<file path="src/rtl/ps2_pkg.sv">
// Shared PS/2 definitions: host transmitter states, common command bytes
// and the odd-parity helper used on the wire.
package ps2_pkg;

    typedef enum logic [2:0] {
        IDLE,
        INHIBIT,
        RTS,
        DATA,
        WAIT_IDLE,
        ERR
    } ps2_tx_state_t;

    localparam logic [7:0] PS2_CMD_SET_LEDS = 8'hED;
    localparam logic [7:0] PS2_CMD_RESET    = 8'hFF;
    localparam logic [7:0] PS2_RESP_ACK     = 8'hFA;

    function automatic logic odd_parity(input logic [7:0] data);
        return ~^data;
    endfunction

endpackage

</file>
<file path="src/rtl/ps2_line_sync.sv">
// Two-flop synchronizers for the raw PS/2 clock and data lines, plus a
// falling-edge strobe on the synchronized clock. Shared with the receiver.
module ps2_line_sync (
    input  logic clk,
    input  logic rst,
    input  logic raw_clk,
    input  logic raw_dat,
    output logic sync_clk,
    output logic sync_dat,
    output logic clk_fall
);

    logic [1:0] clk_ff;
    logic [1:0] dat_ff;
    logic       clk_prev;

    // Lines idle high, so reset to 1 to avoid a false edge after reset.
    always_ff @(posedge clk or negedge rst) begin
        if (!rst) begin
            clk_ff   <= 2'b11;
            dat_ff   <= 2'b11;
            clk_prev <= 1'b1;
        end else begin
            clk_ff   <= {clk_ff[0], raw_clk};
            dat_ff   <= {dat_ff[0], raw_dat};
            clk_prev <= clk_ff[1];
        end
    end

    assign sync_clk = clk_ff[1];
    assign sync_dat = dat_ff[1];
    assign clk_fall = clk_prev & ~clk_ff[1];

endmodule

</file>
<file path="src/rtl/ps2_host_tx.sv">
// PS/2 host-to-device transmitter: inhibit, request-to-send, eleven
// device-clocked bits, then ACK check. Drives the lines open-drain style.
module ps2_host_tx
    import ps2_pkg::*;
#(
    parameter int CLK_FREQ_HZ = 50_000_000,
    parameter int INHIBIT_US  = 120,
    parameter int TIMEOUT_US  = 15000
) (
    input  logic       clk,
    input  logic       rst,
    input  logic [7:0] tx_data,
    input  logic       tx_start,
    output logic       tx_busy,
    output logic       tx_done,
    output logic       tx_error,
    input  logic       PS2_CLK,
    input  logic       PS2_DAT,
    output logic       ps2_clk_drive_low,
    output logic       ps2_dat_drive_low
);

    localparam int INHIBIT_CYC = CLK_FREQ_HZ / 1_000_000 * INHIBIT_US;
    localparam int TIMEOUT_CYC = CLK_FREQ_HZ / 1_000_000 * TIMEOUT_US;
    localparam int CW          = $clog2(TIMEOUT_CYC + 1);

    localparam logic [CW-1:0] INHIBIT_LAST = CW'(INHIBIT_CYC - 1);
    // Chosen so ERR is entered exactly TIMEOUT_CYC cycles after the RTS cycle.
    localparam logic [CW-1:0] TIMEOUT_LAST = CW'(TIMEOUT_CYC - 2);

    ps2_tx_state_t state;
    ps2_tx_state_t next_state;

    logic [CW-1:0] cnt;
    logic [3:0]    bitcnt;
    logic [7:0]    shreg;
    logic          parity;
    logic          dat_low;
    logic          done_q;
    logic          ret_q;

    logic sync_clk;
    logic sync_dat;
    logic clk_fall;

    ps2_line_sync u_sync (
        .clk      (clk),
        .rst      (rst),
        .raw_clk  (PS2_CLK),
        .raw_dat  (PS2_DAT),
        .sync_clk (sync_clk),
        .sync_dat (sync_dat),
        .clk_fall (clk_fall)
    );

    // ret_q blocks a start in the first IDLE cycle after a transfer ends.
    always_comb begin
        next_state        = state;
        tx_busy           = (state != IDLE);
        tx_error          = 1'b0;
        ps2_clk_drive_low = 1'b0;
        ps2_dat_drive_low = 1'b0;
        case (state)
            IDLE: begin
                if (tx_start && !ret_q) next_state = INHIBIT;
            end
            INHIBIT: begin
                ps2_clk_drive_low = 1'b1;
                if (cnt == INHIBIT_LAST) next_state = RTS;
            end
            RTS: begin
                ps2_dat_drive_low = 1'b1;
                next_state        = DATA;
            end
            DATA: begin
                ps2_dat_drive_low = dat_low;
                if (clk_fall) begin
                    if (bitcnt == 4'd10) next_state = sync_dat ? ERR : WAIT_IDLE;
                end else if (cnt == TIMEOUT_LAST) begin
                    next_state = ERR;
                end
            end
            WAIT_IDLE: begin
                if (sync_clk && sync_dat) next_state = IDLE;
                else if (cnt == TIMEOUT_LAST) next_state = ERR;
            end
            ERR: begin
                tx_error   = 1'b1;
                next_state = IDLE;
            end
            default: next_state = IDLE;
        endcase
    end

    // Data bits update on the cycle after a detected fall, while the clock is low.
    always_ff @(posedge clk or negedge rst) begin
        if (!rst) begin
            state   <= IDLE;
            cnt     <= '0;
            bitcnt  <= '0;
            shreg   <= '0;
            parity  <= 1'b0;
            dat_low <= 1'b0;
            done_q  <= 1'b0;
            ret_q   <= 1'b0;
        end else begin
            state  <= next_state;
            done_q <= (state == WAIT_IDLE) && (next_state == IDLE);
            ret_q  <= (state != IDLE) && (next_state == IDLE);
            case (state)
                IDLE: begin
                    if (next_state == INHIBIT) begin
                        shreg  <= tx_data;
                        parity <= odd_parity(tx_data);
                        cnt    <= '0;
                    end
                end
                INHIBIT: cnt <= cnt + CW'(1);
                RTS: begin
                    cnt     <= '0;
                    bitcnt  <= '0;
                    dat_low <= 1'b1;
                end
                DATA, WAIT_IDLE: begin
                    if (clk_fall) cnt <= '0;
                    else          cnt <= cnt + CW'(1);
                    if (state == DATA && clk_fall) begin
                        bitcnt <= bitcnt + 4'd1;
                        if (bitcnt < 4'd8) begin
                            dat_low <= ~shreg[0];
                            shreg   <= {1'b0, shreg[7:1]};
                        end else if (bitcnt == 4'd8) begin
                            dat_low <= ~parity;
                        end else begin
                            dat_low <= 1'b0;
                        end
                    end
                end
                default: ;
            endcase
        end
    end

    assign tx_done = done_q;

endmodule

</file>
<file path="config.mk">
export PLATFORM = sky130hd
export DESIGN_NAME = ps2_host_tx
export DESIGN_NICKNAME = d
export VERILOG_FILES = /design/src/rtl/ps2_pkg.sv /design/src/rtl/ps2_line_sync.sv /design/src/rtl/ps2_host_tx.sv
export SDC_FILE = /design/constraint.sdc
export NUM_CORES = 1
export LEC_CHECK = 0
export ABC_AREA = 1
export CAP_MARGIN = 20
export CORE_MARGIN = 10
export CORE_UTILIZATION = 63
export CTS_BUF_LIST = sky130_fd_sc_hd__clkbuf_4 sky130_fd_sc_hd__clkbuf_8 sky130_fd_sc_hd__clkbuf_16
export CTS_CLUSTER_DIAMETER = 100
export CTS_CLUSTER_SIZE = 14
export DETAILED_ROUTE_END_ITERATION = 6
export PLACE_DENSITY = 0.84
export SLEW_MARGIN = 0
export SYNTH_ARGS = -nofsm -noshare
export SYNTH_HDL_FRONTEND = slang
export SYNTH_SLANG_ARGS = --single-unit
</file>
<file path="constraint.sdc">
create_clock -name clk -period 3.9 [get_ports clk]
set_clock_uncertainty 0.2 [all_clocks]
set_input_delay 0.78 -clock clk [delete_from_list [all_inputs] [get_ports clk]]
set_output_delay 0.78 -clock clk [all_outputs]
set_load 0.01 [all_outputs]
</file>
=== Word level (Yosys, flattened, before mapping) ===
Index checks and enable logic that the tools add are counted.

* Register bits after elaboration: 44
* Input port bits: 13
* Logic and storage cells: 73

* Add/subtract/negate cells: 2
* Magnitude comparators: 1
* Eq/ne operators: 13
* Multiplexer cells: 24
* Bitwise gates (word level): 4
* Reduce and logical (&&, ||, !) cells: 18

{| class="wikitable"
|+ Operator list
! cell !! count
|-
| $pmux 20 s4 || 1
|-
| $mux 20 || 2
|-
| $mux 8 || 3
|-
| $add 20x1->20 const B || 1
|-
| $eq 20x13->1 const B || 1
|-
| $eq 20x20->1 const B || 1
|-
| $mux 3 || 6
|-
| $pmux 8 s2 || 1
|-
| $pmux 3 s5 || 1
|-
| $eq 4x4->1 const B || 2
|-
| $pmux 4 s2 || 1
|-
| $reduce_xnor 8->1 || 1
|-
| $eq 3x1->1 const B || 2
|-
| $eq 3x2->1 const B || 2
|-
| $eq 3x3->1 const B || 2
|-
| $logic_not 3->1 || 2
|-
| $mux 1 || 6
|-
| $ne 2x2->1 const B || 3
|-
| $reduce_and 2->1 || 3
|-
| $logic_and 1x1->1 || 5
|-
| $add 4x1->4 const B || 1
|-
| $lt 4x4->1 const B || 1
|-
| $mux 4 || 1
|-
| $pmux 1 s2 || 2
|-
| other kinds (8) || 11
|}

=== Logic depth before layout (Yosys ltp) ===
Gate-level depths: netlist of the first run.

* Depth after elaboration: 7
* Mapped depth: 15
* Gate-level depth less buffers: 14

=== By module ===
Synthesis of the first run repeated with hierarchy kept, for this count alone.

* Cell total of the unflattened synthesis: 358
* Area, all modules: 2677.6 sq um

{| class="wikitable"
|+ By module, submodules not included
! module !! times used !! cells each !! area an instance (sq um) !! seq. area each (sq um)
|-
| ps2_host_tx || 1 || 351 || 2536.2 || 975.9
|-
| ps2_line_sync || 1 || 7 || 141.4 || 131.4
|}

=== Least setup slack after synthesis of the first run ===
OpenSTA, ideal clock, no wires.

* Path kind: register -> register
* From: register u_sync.clk_prev
* To: register cnt[10]
* Library setup time: 0.120 ns
* Arrival: 1.650 ns
* Required time: 3.580 ns
* Setup slack: 1.929 ns
* Stages on the path, launching flop included: 13
* Clock period less this slack: 1.971 ns
* Cell sequence: dfstp_2 -> inv_1 -> nor2_2 -> inv_1 -> nand2_1 -> nor3_1 -> nor2_1 -> nand3_2 -> nand2_4 -> nand2_2 -> buf_6 -> nand2_1 -> nand2_1

* Longest elaborated chain between the ends: 6
* Elaborated cells between the ends (all ways): 8
* Those cells by class: eq/ne (2); mux (4); bitwise (1); reduce/logical (1)

{| class="wikitable"
|+ Ends and longest elaborated chain
! what !! RTL line !! source
|-
| from (decl) || ps2_line_sync.sv:15 || <nowiki>logic clk_prev;</nowiki>
|-
| from (signal assigned) || ps2_line_sync.sv:26 || <nowiki>clk_prev <= clk_ff[1];</nowiki>
|-
| $and 1x1->1 (*) || ps2_line_sync.sv:32 || <nowiki>assign clk_fall = clk_prev & ~clk_ff[1];</nowiki>
|-
| $mux 3 || ps2_host_tx.sv:77 || <nowiki>if (clk_fall) begin</nowiki>
|-
| $pmux 3 s5 || ps2_host_tx.sv:63 || <nowiki>case (state)</nowiki>
|-
| $eq 3x1->1 || ps2_host_tx.sv:112 || <nowiki>if (next_state == INHIBIT) begin</nowiki>
|-
| $ne 2x2->1 (no source line) || - ||
|-
| $reduce_and 2->1 (no source line) || - ||
|-
| to (signal assigned) || ps2_host_tx.sv:118 || <nowiki>INHIBIT: cnt <= cnt + CW'(1);</nowiki>
|-
| to (signal assigned) || ps2_host_tx.sv:126 || <nowiki>else cnt <= cnt + CW'(1);</nowiki>
|-
| to (decl) || ps2_host_tx.sv:34 || <nowiki>logic [CW-1:0] cnt;</nowiki>
|}

Mark *: on every way between the ends. The rest lies on a longest branch, timed or not.
A chain may end at the register's enable or synchronous reset.

=== Worst setup path in the final report of the first run ===
* From: register state[2]
* To: output port ps2_dat_drive_low

* Longest elaborated chain between the ends: 2
* Elaborated cells between the ends (all ways): 3
* Those cells by class: eq/ne (2); mux (1)

{| class="wikitable"
|+ Ends and longest elaborated chain
! what !! RTL line !! source
|-
| from (decl) || ps2_host_tx.sv:31 || <nowiki>ps2_tx_state_t state;</nowiki>
|-
| from (signal assigned) || ps2_host_tx.sv:107 || <nowiki>state <= next_state;</nowiki>
|-
| $eq 3x2->1 || ps2_host_tx.sv:63 ||
|-
| $pmux 1 s2 (*) || ps2_host_tx.sv:63 ||
|-
| to (decl) || ps2_host_tx.sv:20 || <nowiki>output logic ps2_dat_drive_low</nowiki>
|}

Marked as above.

==> results of run 1 <==
[kinds of logic (layout without fill, tap and decap cells)]
family,Yosys count,in the layout,synth area share
muxes,7,7,0.0294
adders and majority gates,5,5,0.0233
DFF,44,44,0.413
xor gates and xnor gates,11,11,0.0359
buffers and inverters,50,69,0.0766
AOI/OAI and AO/OA,27,27,0.0616
and+or+nand+nor,215,215,0.360
[registers in the layout, summed over array words and instances (netlist names)]
name	count
bitcnt	4
cnt	20
dat_low	1
parity	1
ret_q	1
shreg	8
state	3
tx_done	1
u_sync.clk_ff	2
u_sync.clk_prev	1
u_sync.dat_ff	2
[path summary, 6_finish.rpt]
| kind | endpoint | slack (ps) | depth (start not counted) |
|---|---|---|---|
| min | u_sync.clk_ff[1] | 160 | 0 |
| max reg2reg | cnt[8] | 1420 | 11 |
| min in group asynchronous | cnt[3] | 430 | 1 |
| max in group asynchronous | cnt[12] | 2480 | 1 |
| max | ps2_dat_drive_low | 1050 | 6 |
| min reg2reg | u_sync.clk_ff[1] | 160 | 0 |
[where the power goes]
| part | total [mW] | internal (mW) | switching, mW |
|---|---|---|---|
| Clock | 0.293 | 0.127 | 0.166 |
| Combinational | 0.0425 | 0.0209 | 0.0216 |
| Sequential | 0.462 | 0.461 | 0.00136 |
[per-layer routing]
metal,vias up,part of all wire,global-route usage,wire length [µm]
li1,1178,-,-,-
met1,1084,0.45,0.214,2610
met2,72,0.47,0.264,2730
met3,7,0.060,0.0402,344
met4,0,0.012,0.0524,71
met5,-,0,0,0
[stage by stage]
step	area [µm²]	hold slack (ps)	instances
floorplan	2680	145	359
global placement	2870	147	420
global route	2960	169	428
detailed placement	2870	147	420
finish	2960	160	428
CTS	2960	161	428
[Yosys cell counts (3+ instances only)]
| library cell | n |
|---|---|
| xnor2_1 | 6 |
| xor2_1 | 5 |
| a21oi_1 | 7 |
| dfrtp_1 | 39 |
| mux2_2 | 7 |
| nand4_1 | 8 |
| nor3_1 | 8 |
| nor2_1 | 31 |
| dfstp_2 | 5 |
| o21ai_0 | 11 |
| ha_1 | 5 |
| inv_1 | 38 |
| nand3_1 | 34 |
| nand2_2 | 4 |
| inv_2 | 6 |
| nor2_2 | 6 |
| nand2_1 | 114 |
| o211ai_1 | 3 |
[layout make-up]
type	count	area (µm²)
sequential	44	1110
multi-input combinational	265	1370
timing repair buffer	17	165
clock inverter	3	23.8
inverter	44	165
clock buffer	5	68.8
fill	319	1100
tap	50	62.6
==> flow_metrics.py, run 1 <==
metrics = {
    "status": {
        "outcome": "finished clean",
    },
    "sta": {
        "slew_headroom": 0.357,
        "rsz0062_at_grt": "false",
        "slew_viol_final": 0,
        "worst-slew-pin-transition_ps": 964,
        "worst_slack_ps": 1050,
        "fin_crit_ps": 2850,
        "max_clock_freq_mhz": 351,
        "finalCritPeriodShare": 0.730,
        "hold_viol": 0,
        "finalSetupTns_ps": 0,
        "setup_viol": 0,
    },
    "drt": {
        "dr.pass1.iters": 5,
        "antenna_left": 0,
        "drcViolationCount": 0,
        "postRouteWirelength_mm": 5.75,
        "wl_per_cell_um": 13.4,
        "vias": 2341,
        "drt_iter0_drc": 241,
        "vias_per_cell": 5.47,
    },
    "logic_synthesis": {
        "synth_top_area_share": 0.364,
        "synth_top_area_cell": "dfrtp_1",
        "syn_inst": 359,
        "synth.ff_latch_count": 44,
        "synthDistinctLibCells": 35,
        "syn_area_per_cell_um2": 7.47,
        "syn-cell-area_mm2": 0.00268,
        "synthArstFlopShare": 1.00,
        "ys.flop_type": "dfrtp_1",
        "syn_nets": 377,
        "synth_edf_count": 0,
        "ys_top_cells_by_area": "dfrtp_1 (36%), nand2_1 (16%), nand3_1 (6.3%)",
        "yosys_warnings": 0,
        "ys_seq_area_frac": 0.413,
    },
    "worst_setup_path": {
        "required_ps": 2920,
        "crit_top_cell": "inv_2",
        "path_max_fanout": 6,
        "cp.buffers_inverters": 3,
        "critPathTopFamily": "buffers and inverters",
        "crit_chain": "nor2_2, inv_2, nor2_1, inv_2, nand2_1, clkdlybuf4s50_1",
        "critPathLaunch": "state[2]",
        "max_stage_delay_ps": 530,
        "worstReg2RegStart": "u_sync.clk_prev",
        "critPathCaptureType": "output port",
        "slowest_stage": "clkdlybuf4s50_1",
        "arrival_ps": 1870,
        "crit_type": "reg -> out",
        "start_kind": "register",
    },
    "cts": {
        "cts_buffer_depth": 2,
        "h-tree-depth": 2,
        "clock_latency_ps": 300,
        "numClockSinks": 44,
        "cts-buffers-inserted": 5,
        "clk_pin_slew_worst_paths_ps": 90,
        "ctsResizeCount": 0,
        "ctsHoldBuffers": 0,
        "cts_tree": "built",
        "cts_root_buf": "clkbuf_8",
        "post_cts_buffers": 0,
    },
    "cells_and_area": {
        "layout-drive-gt1-share": 0.124,
        "utilization": 0.730,
        "final_cell_mix": "nand2_1 (114), dfrtp_1 (39), inv_1 (38)",
        "nNetsFinal": 395,
        "area_growth_pct": 10.5,
        "layout_commonest_cell": "nand2_1",
        "diodes": 0,
    },
    "grt": {
        "grt_antenna_before_repair": 0,
        "grt_max_degree": 45,
        "grt_use_total": 0.165,
        "grt_pass1_vias": 2248,
        "grt_pass1_wl_mm": 10.2,
        "overflow": 0,
    },
    "min_path": {
        "hold_start": "u_sync.clk_ff[0]",
        "min_path_type": "reg -> reg",
    },
    "run": {
        "drv_cap": 0,
    },
    "place": {
        "port_buffers": 17,
        "dp_hpwl_mm": 4.26,
        "place_ws_ps": 1170,
        "gp_congestion": 0.957,
    },
    "floorplanning": {
        "die-area_mm2": 0.00726,
        "num_io_pins": 18,
        "die_h_um": 85.2,
        "initial_core_util": 0.660,
        "rows": 23,
        "coreArea_mm2": 0.00406,
        "fp.dieW_um": 85.2,
    },
    "power_and_ir_drop": {
        "power_leakage_nw": 1.46,
        "ir_drop_uv": 278,
        "power_density_mw_per_mm2": 269,
        "total_power_mw": 0.797,
    },
}
Note: power is estimated with default switching activity, not from simulation.
==> inputs of run 2 (changes only) <==
--- a/config.mk
+++ b/config.mk
@@ -8,12 +8,12 @@
 export ABC_AREA = 1
 export CAP_MARGIN = 20
 export CORE_MARGIN = 10
-export CORE_UTILIZATION = 63
+export CORE_UTILIZATION = 59
 export CTS_BUF_LIST = sky130_fd_sc_hd__clkbuf_4 sky130_fd_sc_hd__clkbuf_8 sky130_fd_sc_hd__clkbuf_16
 export CTS_CLUSTER_DIAMETER = 100
 export CTS_CLUSTER_SIZE = 14
 export DETAILED_ROUTE_END_ITERATION = 6
-export PLACE_DENSITY = 0.84
+export PLACE_DENSITY = 0.8
 export SLEW_MARGIN = 0
 export SYNTH_ARGS = -nofsm -noshare
 export SYNTH_HDL_FRONTEND = slang
==> constraint.sdc (replaced) <==
create_clock -name clk -period 2.83 [get_ports clk]
set_clock_uncertainty 0.2 [all_clocks]
set_input_delay 0.566 -clock clk [delete_from_list [all_inputs] [get_ports clk]]
set_output_delay 0.566 -clock clk [all_outputs]
set_load 0.01 [all_outputs]
==> run 2 against run 1 <==
  * Design area rose by 2.1%
  * Clock-buffer cell count did not move
  * First-iteration DRC count fell by 56%
  * Global-route usage barely moved
  * Die area rose by 5.2%
  * Sequential cell count did not move
  * Largest cell class unchanged
==> flow_metrics.py, run 2 (synthesized netlist as in run 1, its figures left out) <==
metrics = {
    "status": {
        "outcome": "finished clean",
    },
    "cts": {
        "cts_root_buf": "clkbuf_8",
        "clock_latency_ps": 310,
        "clk_pin_slew_worst_paths_ps": 90,
        "cts-buffers-inserted": 5,
        "cts_tree": "built",
        "h-tree-depth": 2,
        "post_cts_buffers": 0,
        "ctsResizeCount": 0,
        "ctsHoldBuffers": 0,
        "numClockSinks": 44,
        "cts_buffer_depth": 2,
    },
    "grt": {
        "grt_pass1_vias": 2349,
        "grt_max_degree": 43,
        "grt_use_total": 0.166,
        "overflow": 0,
        "grt_antenna_before_repair": 0,
        "grt_pass1_wl_mm": 10.4,
    },
    "worst_setup_path": {
        "r2r_end": "cnt[18]",
        "required_ps": 2060,
        "path_max_fanout": 6,
        "critPathCaptureType": "output port",
        "crit_end": "ps2_dat_drive_low",
        "worstReg2RegStart": "bitcnt[0]",
        "r2r_setup_slack_ps": 490,
        "critPathLaunch": "state[2]",
        "start_kind": "register",
        "arrival_ps": 1880,
        "rr_worst_depth": 12,
        "crit_type": "reg -> out",
    },
    "drt": {
        "drcViolationCount": 0,
        "antenna_left": 0,
        "drt_iter0_drc": 107,
        "vias": 2341,
        "postRouteWirelength_mm": 5.68,
        "dr.pass1.iters": 5,
        "vias_per_cell": 5.38,
        "wl_per_cell_um": 13.1,
    },
    "run": {
        "drv_cap": 0,
    },
    "min_path": {
        "hold_start": "u_sync.clk_ff[0]",
        "min_path_type": "reg -> reg",
    },
    "place": {
        "port_buffers": 17,
        "gp_congestion": 0.907,
        "dp_hpwl_mm": 4.29,
        "dp_cells": 427,
    },
    "power_and_ir_drop": {
        "switching_power_mw": 0.259,
        "pwr-share-clk": 0.414,
        "power_leakage_nw": 1.50,
        "swShare": 0.218,
        "ir_drop_uv": 293,
        "p_int_mw": 0.932,
        "power_density_mw_per_mm2": 394,
        "p_seq_frac": 0.534,
        "total_power_mw": 1.19,
        "comb_power_share": 0.051,
    },
    "cells_and_area": {
        "layout.cells.non_filler": 435,
        "top_register": "cnt",
        "area_growth_pct": 12.8,
        "layout-drive-gt1-share": 0.136,
        "nNetsFinal": 400,
        "final_cell_mix": "nand2_1 (114), dfrtp_1 (39), inv_1 (38)",
        "largest_registers": "cnt: 20 flops, shreg: 8 flops, bitcnt: 4 flops",
        "layout_commonest_cell": "nand2_1",
        "diodes": 0,
        "largest_register_ffs": 20,
        "fill_cells": 364,
    },
    "sta": {
        "hold_viol": 0,
        "setup_viol": 0,
        "holdWs_ps": 159,
        "max_clock_freq_mhz": 379,
        "fin_crit_ps": 2640,
        "finalSetupTns_ps": 0,
        "worst-slew-pin-transition_ps": 920,
        "finalCritPeriodShare": 0.934,
        "slew_viol_final": 0,
        "slew_headroom": 0.387,
        "rsz0062_at_grt": "false",
    },
    "floorplanning": {
        "coreArea_mm2": 0.00438,
        "die_h_um": 87.4,
        "rows": 24,
        "num_io_pins": 18,
        "fp.dieW_um": 87.4,
        "initial_core_util": 0.611,
        "die-area_mm2": 0.00764,
    },
}
[run 2: changes by cell type in the layout (fill, tap and decap cells not counted), sizes merged]
cell / delta
inv: +1
clkinvlp: -1
clkinv: -1
buf: +5
bufinv: +1
[run 2: power by group through the flow]
| stage | registers, mW | logic, mW | clock network [mW] |
|---|---|---|---|
| 6_report | 0.637 | 0.0613 | 0.493 |
| 5_1_grt | 0.637 | 0.0687 | 0.531 |
| 4_1_cts | 0.637 | 0.0628 | 0.508 |
| 3_5_place_dp | 0.649 | 0.0627 | 0 |
| 3_3_place_gp | 0.648 | 0.0618 | 0 |
| 2_1_floorplan | 0.648 | 0.0246 | 0 |
[run 2: routing by layer]
metal  vias up  share of wire  global-route usage
met3        10          0.049              0.0506
met5         -              0                   0
met2        47           0.46               0.261
met1      1088           0.47               0.209
met4         0          0.016              0.0551
li1       1196              -                   -
[run 2: worst max-delay path: stages (launching register included)]
cell,delay (ps)
dfrtp_1,510
nor2_2,230
inv_2,50
nor2_1,120
inv_2,70
nand2_1,60
clkdlybuf4s50_1,530
[run 2: final cells by class]
class / instances / area (µm²) / area share
repair buffers: 22 / 203 / 0.0671
inverters: 44 / 165 / 0.0546
flip-flops and latches: 44 / 1110 / 0.366
clock buffers: 5 / 68.8 / 0.0228
multi-input cells: 265 / 1370 / 0.452
well taps: 52 / 65.1 / 0.0215
clock inverters: 3 / 46.3 / 0.0153
[run 2: how the worst min path moves through the flow]
stage,endpoint,slack [ps],depth (start not counted)
floorplan,bitcnt[0],70,0
global placement,u_sync.clk_ff[1],150,0
detailed placement,u_sync.clk_ff[1],150,0
CTS,u_sync.clk_ff[1],160,0
global route,u_sync.clk_ff[1],170,0
finish,u_sync.clk_ff[1],160,0
[run 2: through the flow]
stage	cell area (µm²)	setup WS, ps	utilization
2_1_floorplan	2680	859	-
3_3_place_gp	2910	381	0.663
3_5_place_dp	2910	319	0.663
4_1_cts	3020	180	0.689
5_1_grt	3020	69.7	0.689
6_report	3020	188	0.689
==> inputs of run 3 (changes only) <==
--- a/config.mk
+++ b/config.mk
@@ -10,9 +10,10 @@
 export CORE_MARGIN = 10
 export CORE_UTILIZATION = 59
 export CTS_BUF_LIST = sky130_fd_sc_hd__clkbuf_4 sky130_fd_sc_hd__clkbuf_8 sky130_fd_sc_hd__clkbuf_16
-export CTS_CLUSTER_DIAMETER = 100
+export CTS_CLUSTER_DIAMETER = 40
 export CTS_CLUSTER_SIZE = 14
 export DETAILED_ROUTE_END_ITERATION = 6
+export MAX_ROUTING_LAYER = met4
 export PLACE_DENSITY = 0.8
 export SLEW_MARGIN = 0
 export SYNTH_ARGS = -nofsm -noshare
==> run 3 against run 2 <==
  * Die area stayed put
  * Non-clock buffer count stayed put
  * Largest cell class unchanged
  * Combinational power hardly changed
  * Total power hardly changed
  * Worst setup slack better by 3.0 ps
==> flow_metrics.py, run 3 (synthesized netlist as in run 1, its figures left out) <==
metrics = {
    "status": {
        "outcome": "finished clean",
    },
    "cells_and_area": {
        "utilization": 0.689,
        "top_register": "cnt",
        "layout.cells.non_filler": 435,
        "largest_register_ffs": 20,
        "final_cell_mix": "nand2_1 (114), dfrtp_1 (39), inv_1 (38)",
        "area_growth_pct": 12.8,
        "layout_commonest_cell": "nand2_1",
        "nNetsFinal": 400,
        "diodes": 0,
        "largest_registers": "cnt: 20 flops, shreg: 8 flops, bitcnt: 4 flops",
        "layout-drive-gt1-share": 0.136,
    },
    "worst_setup_path": {
        "cp.buffers_inverters": 3,
        "crit_top_cell": "inv_2",
        "path_depth": 6,
        "crit_type": "reg -> out",
        "slowest_stage": "clkdlybuf4s50_1",
        "worstReg2RegStart": "bitcnt[0]",
        "required_ps": 2060,
        "max_stage_delay_ps": 530,
        "path_max_fanout": 6,
        "crit_chain": "nor2_2, inv_2, nor2_1, inv_2, nand2_1, clkdlybuf4s50_1",
        "critPathCaptureType": "output port",
        "r2r_end": "cnt[18]",
        "critPathTopFamily": "buffers and inverters",
        "rr_worst_depth": 12,
        "arrival_ps": 1870,
        "r2r_setup_slack_ps": 480,
        "start_kind": "register",
    },
    "sta": {
        "rsz0062_at_grt": "false",
        "worst_slack_ps": 191,
        "hold_viol": 0,
        "fin_crit_ps": 2640,
        "worst-slew-pin-transition_ps": 920,
        "slew_headroom": 0.387,
        "max_clock_freq_mhz": 379,
        "slew_viol_final": 0,
        "finalCritPeriodShare": 0.932,
        "finalSetupTns_ps": 0,
        "setup_viol": 0,
    },
    "place": {
        "dp_cells": 427,
        "dp_hpwl_mm": 4.29,
        "port_buffers": 17,
        "place_ws_ps": 319,
        "gp_congestion": 0.923,
    },
    "floorplanning": {
        "coreArea_mm2": 0.00438,
        "fp.dieW_um": 87.4,
        "rows": 24,
        "initial_core_util": 0.611,
        "num_io_pins": 18,
        "die_h_um": 87.4,
        "die-area_mm2": 0.00764,
    },
    "power_and_ir_drop": {
        "power_leakage_nw": 1.50,
        "total_power_mw": 1.19,
        "power_density_mw_per_mm2": 394,
        "ir_drop_uv": 293,
    },
    "grt": {
        "grt_pass1_wl_mm": 10.4,
        "overflow": 0,
        "grt_max_degree": 43,
        "grt_antenna_before_repair": 0,
        "grt_use_total": 0.170,
        "grt_pass1_vias": 2349,
    },
    "drt": {
        "antenna_left": 0,
        "drcViolationCount": 0,
        "postRouteWirelength_mm": 5.68,
        "dr.pass1.iters": 4,
        "wl_per_cell_um": 13.1,
        "vias": 2343,
        "drt_iter0_drc": 110,
        "vias_per_cell": 5.39,
    },
    "cts": {
        "ctsHoldBuffers": 0,
        "clock_latency_ps": 310,
        "clk_pin_slew_worst_paths_ps": 90,
        "cts_buffer_depth": 2,
        "numClockSinks": 44,
        "h-tree-depth": 2,
        "cts_tree": "built",
        "ctsResizeCount": 0,
        "cts_root_buf": "clkbuf_8",
        "cts-buffers-inserted": 5,
        "post_cts_buffers": 0,
    },
    "min_path": {
        "worstHoldEndpoint": "u_sync.clk_ff[1]",
        "timing.hold.worst_path_depth": 0,
        "min_path_type": "reg -> reg",
        "hold_start": "u_sync.clk_ff[0]",
    },
    "run": {
        "drv_cap": 0,
    },
}
[run 3: stage by stage]
step                area (µm²)  hold slack (ps)
floorplan                 2680             70.4
global placement          2910              146
detailed placement        2910              147
CTS                       3020              161
global route              3020              167
finish                    3020              159
[run 3: metal layers]
metal / share of wire / vias to the layer above / global-route usage
met5: 0 / - / -
met4: 0.016 / 0 / 0.0551
met3: 0.048 / 12 / 0.0506
met2: 0.46 / 47 / 0.261
met1: 0.47 / 1088 / 0.209
li1: - / 1196 / -
[run 3: area by class of cell]
cell class / count / area [µm²]
multi-input cells: 265 / 1370
fillers: 364 / 1360
flip-flops and latches: 44 / 1110
well taps: 52 / 65.1
clock inverters: 3 / 46.3
clock buffers: 5 / 68.8
repair buffers: 22 / 203
inverters: 44 / 165
[run 3: report_power, final]
part	switching (mW)	total, mW	internal (mW)
clock network	0.227	0.493	0.266
registers	0.00183	0.637	0.635
logic	0.0298	0.0613	0.0314
total	0.259	1.19	0.932
[run 3: how the worst max path moves through the flow]
stage                               start                 to  slack [ps]
after global routing             state[2]  ps2_dat_drive_low          70
after global placement           tx_start             cnt[4]         380
after floorplan           u_sync.clk_prev            cnt[10]         860
final                            state[2]  ps2_dat_drive_low         190
after CTS                        state[2]  ps2_dat_drive_low         180
after detailed placement         tx_start            cnt[18]         320
